[config.mk]
export PLATFORM = sky130hd
export DESIGN_NAME = fxp_dequant_stream
export DESIGN_NICKNAME = d
export VERILOG_FILES = /design/src/rtl/fxp_pkg.sv /design/src/rtl/fxp_pipe_stage.sv /design/src/rtl/fxp_dequant_stream.sv
export SDC_FILE = /design/constraint.sdc
export NUM_CORES = 1
export LEC_CHECK = 0
export ABC_CLOCK_PERIOD_IN_PS = 2600
export CORE_MARGIN = 10
export CORE_UTILIZATION = 30
export CTS_CLUSTER_SIZE = 12
export DETAILED_ROUTE_END_ITERATION = 10
export MAX_ROUTING_LAYER = met4
export PLACE_DENSITY = 0.57
export SLEW_MARGIN = 5
export SYNTH_ARGS = -nofsm -noshare
export SYNTH_HDL_FRONTEND = slang
export SYNTH_SLANG_ARGS = --single-unit
[constraint.sdc]
create_clock -name clk -period 2.6 [get_ports clk]
set_input_delay 0.52 -clock clk [delete_from_list [all_inputs] [get_ports clk]]
set_output_delay 0.52 -clock clk [all_outputs]
set_load 0.005 [all_outputs]
[src/rtl/fxp_pkg.sv]
// Shared fixed-point library definitions: default accumulator width, common
// sample/accumulator types and the widen-and-shift helper reused across blocks.
package fxp_pkg;

    localparam int ACC_W = 32;

    typedef logic signed [ACC_W-1:0] acc_t;
    typedef logic signed [7:0]       q8_t;

    // Callers hand in the product already sign-extended via an acc_t cast, so the
    // arithmetic shift keeps the sign and the result is exact while it fits.
    function automatic acc_t fxp_widen_shift(input acc_t prod, input int shift);
        return prod <<< shift;
    endfunction

endpackage

[src/rtl/fxp_pipe_stage.sv]
// Single valid/ready register slice. A beat is taken whenever the slice is
// empty or its current beat leaves in the same cycle.
module fxp_pipe_stage #(
    parameter int W = 8
) (
    input  logic         clk,
    input  logic         rst,
    input  logic         i_valid,
    output logic         o_ready,
    input  logic [W-1:0] i_data,
    output logic         o_valid,
    input  logic         i_ready,
    output logic [W-1:0] o_data
);

    logic         r_valid;
    logic [W-1:0] r_data;

    assign o_ready = !r_valid || i_ready;
    assign o_valid = r_valid;
    assign o_data  = r_data;

    // Payload only loads on a real accept, so idle input lanes never disturb it.
    always_ff @(posedge clk or posedge rst) begin
        if (rst) begin
            r_valid <= 1'b0;
            r_data  <= '0;
        end else if (o_ready) begin
            r_valid <= i_valid;
            if (i_valid) begin
                r_data <= i_data;
            end
        end
    end

endmodule

[src/rtl/fxp_dequant_stream.sv]
// Streaming dequantizer: out = (in * scale) <<< min(shift, SHIFT_MAX), two stages.
// Define FXP_DEQ_ZP_EN to add the in_zp zero-point port (asymmetric dequantization).
module fxp_dequant_stream #(
    parameter int N         = 8,
    parameter int S         = 16,
    parameter int SHIFT_W   = 4,
    parameter int SHIFT_MAX = 7,
    parameter int ACC_W     = fxp_pkg::ACC_W
) (
    input  logic                    clk,
    input  logic                    rst,
    input  logic                    in_valid,
    output logic                    in_ready,
    input  logic signed [N-1:0]     in_data,
    input  logic signed [S-1:0]     in_scale,
    input  logic [SHIFT_W-1:0]      in_shift,
`ifdef FXP_DEQ_ZP_EN
    input  logic signed [N-1:0]     in_zp,
`endif
    output logic                    out_valid,
    input  logic                    out_ready,
    output logic signed [ACC_W-1:0] out_data,
    output logic                    shift_clamped
);

    import fxp_pkg::*;

`ifdef FXP_DEQ_ZP_EN
    localparam int DW = N + 1;
`else
    localparam int DW = N;
`endif
    localparam int PW  = DW + S;
    localparam int P1W = PW + SHIFT_W;

    // Exactness rests on the widest product shifted by SHIFT_MAX fitting the output.
    if ((PW + SHIFT_MAX > ACC_W) || (ACC_W > $bits(acc_t)) ||
        (SHIFT_MAX > (1 << SHIFT_W) - 1)) begin : g_widthCheck
        $error("fxp_dequant_stream: N/S/SHIFT_MAX do not fit ACC_W");
    end

    logic signed [DW-1:0]    w_operand;
    logic signed [PW-1:0]    w_prod;
    logic                    w_overShift;
    logic [SHIFT_W-1:0]      w_shiftSat;
    logic                    w_accept;
    logic                    w_s1Valid;
    logic                    w_s2Ready;
    logic [P1W-1:0]          w_s1Payload;
    logic signed [PW-1:0]    w_s1Prod;
    logic [SHIFT_W-1:0]      w_s1Shift;
    logic [ACC_W-1:0]        w_s2Data;
    logic                    r_shiftClamped;

`ifdef FXP_DEQ_ZP_EN
    assign w_operand = DW'(in_data) - DW'(in_zp);
`else
    assign w_operand = in_data;
`endif

    assign w_prod      = PW'(w_operand) * PW'(in_scale);
    assign w_overShift = in_shift > SHIFT_W'(SHIFT_MAX);
    assign w_shiftSat  = w_overShift ? SHIFT_W'(SHIFT_MAX) : in_shift;
    assign w_accept    = in_valid && in_ready;

    fxp_pipe_stage #(.W(P1W)) u_stage1 (
        .clk     (clk),
        .rst     (rst),
        .i_valid (in_valid),
        .o_ready (in_ready),
        .i_data  ({w_prod, w_shiftSat}),
        .o_valid (w_s1Valid),
        .i_ready (w_s2Ready),
        .o_data  (w_s1Payload)
    );

    assign w_s1Prod  = w_s1Payload[P1W-1:SHIFT_W];
    assign w_s1Shift = w_s1Payload[SHIFT_W-1:0];
    assign w_s2Data  = ACC_W'(fxp_widen_shift(acc_t'(w_s1Prod), int'(w_s1Shift)));

    fxp_pipe_stage #(.W(ACC_W)) u_stage2 (
        .clk     (clk),
        .rst     (rst),
        .i_valid (w_s1Valid),
        .o_ready (w_s2Ready),
        .i_data  (w_s2Data),
        .o_valid (out_valid),
        .i_ready (out_ready),
        .o_data  (out_data)
    );

    // Sticky flag: any accepted beat asking for more shift than we honour.
    always_ff @(posedge clk or posedge rst) begin
        if (rst) begin
            r_shiftClamped <= 1'b0;
        end else if (w_accept && w_overShift) begin
            r_shiftClamped <= 1'b1;
        end
    end

    assign shift_clamped = r_shiftClamped;

endmodule

==> impl_metrics.yaml <==
floorplanning:
  start_util_pct: 30.7
  ios: 67
  core_area_um2: 26200
  die_w_um: 184
  die_area_um2: 33800
  rows: 59
  die_h_um: 184
sta:
  fin_crit_sh_pct: 163
  min_period_ns: 4.23
  hold_violations: 0
  fmax_mhz: 236
  finalWorstSetupSlack_ns: -1.63
  maxSlewViolCount: 0
  setup_viol_count_final: 20
  worstMarginPinSlew_ns: 0.681
  rsz0062_at_grt: "yes"
  finalClockSkew_ns: 0.00609
  max_slew_margin_pct: 54.5
  hold_ws_ns: 0.474
cells_and_area:
  multi_input_area_um2: 6530
  seqCellArea_um2: 1580
  syn_to_final_growth_pct: 40.1
  drive_gt1_share_pct: 32.4
  antenna_cells: 0
  nets: 1225
  final_cells: 1385
  nFillCells: 2520
drt:
  drt_pass1_iterations: 4
  wl_per_cell_um: 14.7
  routed_via_density: 4.70
  routed_wl_um: 20400
  drc: 0
  detail-route-antenna-nets: 0
  dr.first_iter.drc_count: 325
  vias: 6515
global_routing:
  grt_antenna_before_repair: 0
  track_usage_pct: 12.7
  grt_first_pass_wirelength_um: 34700
  grt_overflow_total: 0
  grt_max_degree: 55
  grt_pass1_vias: 6737
placed_design:
  dpl.hpwl_um: 16100
  dpl.cell_count: 1339
  gp_congestion: 0.841
  port-buffer-count: 66
worst_setup_path:
  crit_type: "in2reg"
  start_kind: "input pin"
  endpoint_kind: "register"
  worstPathMaxFanout: 7
  crit_required_ns: 2.84
  crit_arrival_ns: 4.47
synthesis:
  yosysWarnings: 0
  ys_types: 52
  synth_edf_count: 0
  synth-async-reset-ratio_pct: 100
  synthFlopType: "dfrtp_1"
  syn-num-nets: 1042
  syn-instance-count: 862
  syn_area_um2: 8040
  syn_avg_cell_area_um2: 9.33
  synth-seq-cells: 63
  ys_seq_area_share_pct: 19.6
run_status:
  status: "complete, but fails checks"
  violations: "negative setup slack"
clock_network:
  cts.sinks: 63
  worst_skew_pair.late_latency_ns: 0.33
  clkTransAtPathRegs_ns: 0.05
  h-tree-depth: 3
  cts_tree: "yes"
  cts_hold_buf: 0
  cts_buffers: 9
  cts_root_buffer: "clkbuf_16"
  clock_path_buffers: 2
power_and_ir_drop:
  p_per_area_nw_per_um2: 1130
  p_leak_nw: 5.22
  peakVddDrop_uv: 614
hold_path:
  hold_class: "reg2reg"
run:
  max-cap-violations: 0
[routing by layer]
metal	GRT usage, %	part of all wire, %
met1	17.2	50
met2	19.8	45
met3	1.82	3.2
met4	2.69	1.6
met5	-	0
[power breakdown]
| group | leakage, nW | switching, mW | internal, mW |
|---|---|---|---|
| clock | 0.165 | 0.411 | 0.870 |
| sequential | 0.776 | 0.322 | 1.38 |
| combinational | 4.28 | 4.56 | 5.23 |
[logic make-up after synthesis]
logic type / count (synthesis) / share of synthesized area (%)
buffers and inverters: 176 / 8.46
flip-flops: 63 / 19.6
XOR/XNOR: 16 / 1.74
AND/OR/NAND/NOR: 277 / 17.1
AO/OA/AOI/OAI: 131 / 10.0
adder cells (fa/ha/maj): 148 / 32.6
multiplexers: 51 / 10.5
[area by class of cell]
class	count	share of cell area, %
tap	335	3.72
timing repair buffer	206	16.7
clock buffer	14	2.61
sequential	63	14.0
clock inverter	2	0.311
inverter	142	4.76
multi-input combinational	623	57.9
[cell usage after synthesis (2+ instances only)]
cell type  number  area share [%]
a211oi_1       10            0.93
a21o_1          7            0.65
a21oi_1        35             2.2
a22o_1          3            0.33
a311oi_1        2            0.22
a31oi_1         2            0.16
and2_1         94             7.3
buf_1           5            0.23
buf_2           7            0.44
clkbuf_1       20            0.93
dfrtp_1        63              20
fa_1          103              26
ha_1           45             7.0
inv_1         141             6.6
mux2_2         12             1.7
mux2i_1        17             2.1
mux4_1         14             4.6
mux4_2          7             2.0
nand2_1       101             4.7
nand2b_1       10            0.78
nand3_1         8            0.50
nand3b_1        2            0.19
nand4_1         3            0.23
nor2_1         40             1.9
nor2b_1         3            0.23
nor3_1          9            0.56
nor3b_1         3            0.28
o2111ai_1       2            0.22
o211ai_1        5            0.47
o21a_1          4            0.37
o21ai_0        28             1.7
o21ai_1        17             1.1
o31ai_1         7            0.65
xnor2_1        11             1.2
xor2_1          5            0.54
[sequential cells by signal (all words and copies together), names as in the netlist]
name	cells
u_stage2.o_data	32
u_stage1.o_data	28
shift_clamped	1
u_stage1.o_valid	1
u_stage2.o_valid	1
[per-stage QoR]
| stage | cell area [um^2] | TNS, ns | setup slack [ns] | util, % | power (mW) |
|---|---|---|---|---|---|
| 6_report | 11300 | -24.82 | -1.63 | 43.0 | 12.8 |
| 2_1_floorplan | 8380 | -24.92 | -1.71 | - | 6.70 |
| 3_5_place_dp | 10100 | -40.77 | -2.45 | 38.6 | 9.63 |
| 3_3_place_gp | 10100 | -40.36 | -2.41 | 38.6 | 9.51 |
| 4_1_cts | 11100 | -24.17 | -1.59 | 42.2 | 12.2 |
| 5_1_grt | 11300 | -27.43 | -1.78 | 43.0 | 14.0 |
[cell usage in the layout, fill, tap and decap left out, drive strengths merged, types with 11 or more instances in the layout]
cell / Yosys / layout
clkdlybuf4s50: 0 / 42
mux2i: 17 / 17
o21ai: 46 / 46
clkbuf: 20 / 16
ha: 45 / 45
xnor2: 11 / 11
mux4: 21 / 21
a21oi: 35 / 35
buf: 14 / 160
inv: 141 / 140
nor2: 40 / 40
mux2: 13 / 13
nand2: 102 / 102
fa: 103 / 103
and2: 94 / 94
dfrtp: 63 / 63
[what timing repair did]
action | in CTS | in global routing
resized for setup | 230 | 51
pin swaps | 68 | 51
buffers inserted | 22 | 10
setup endpoints to repair | 21 | 20
gates cloned | 2 | 0
[path summary, 6_finish.rpt]
path / from / to / slack, ns / cells after the start
min in group asynchronous: rst / u_stage2.o_data[2] / 0.62 / 2
worst max register to register: u_stage1.o_data[0] / u_stage2.o_data[25] / 0.46 / 4
worst min-delay path: u_stage2.o_data[21] / u_stage2.o_data[21] / 0.47 / 2
worst max-delay path: in_data[7] / u_stage1.o_data[24] / -1.63 / 20
worst min register to register: u_stage2.o_data[21] / u_stage2.o_data[21] / 0.47 / 2
max in group asynchronous: rst / u_stage1.o_valid / 1.37 / 3
[critical path, stage by stage]
cell        delay, ns
buf_8            0.08
clkinvlp_4       0.08
buf_12           0.14
buf_12           0.14
nor2_4           0.10
fa_1             0.44
fa_1             0.47
fa_1             0.50
inv_2            0.04
fa_1             0.48
inv_2            0.04
ha_4             0.23
a211oi_2         0.21
nand2_1          0.13
nor3_4           0.23
buf_4            0.14
buf_6            0.09
a211oi_4         0.06
o21a_1           0.17
o31ai_1          0.17
Power figures use the tool's default switching activity.
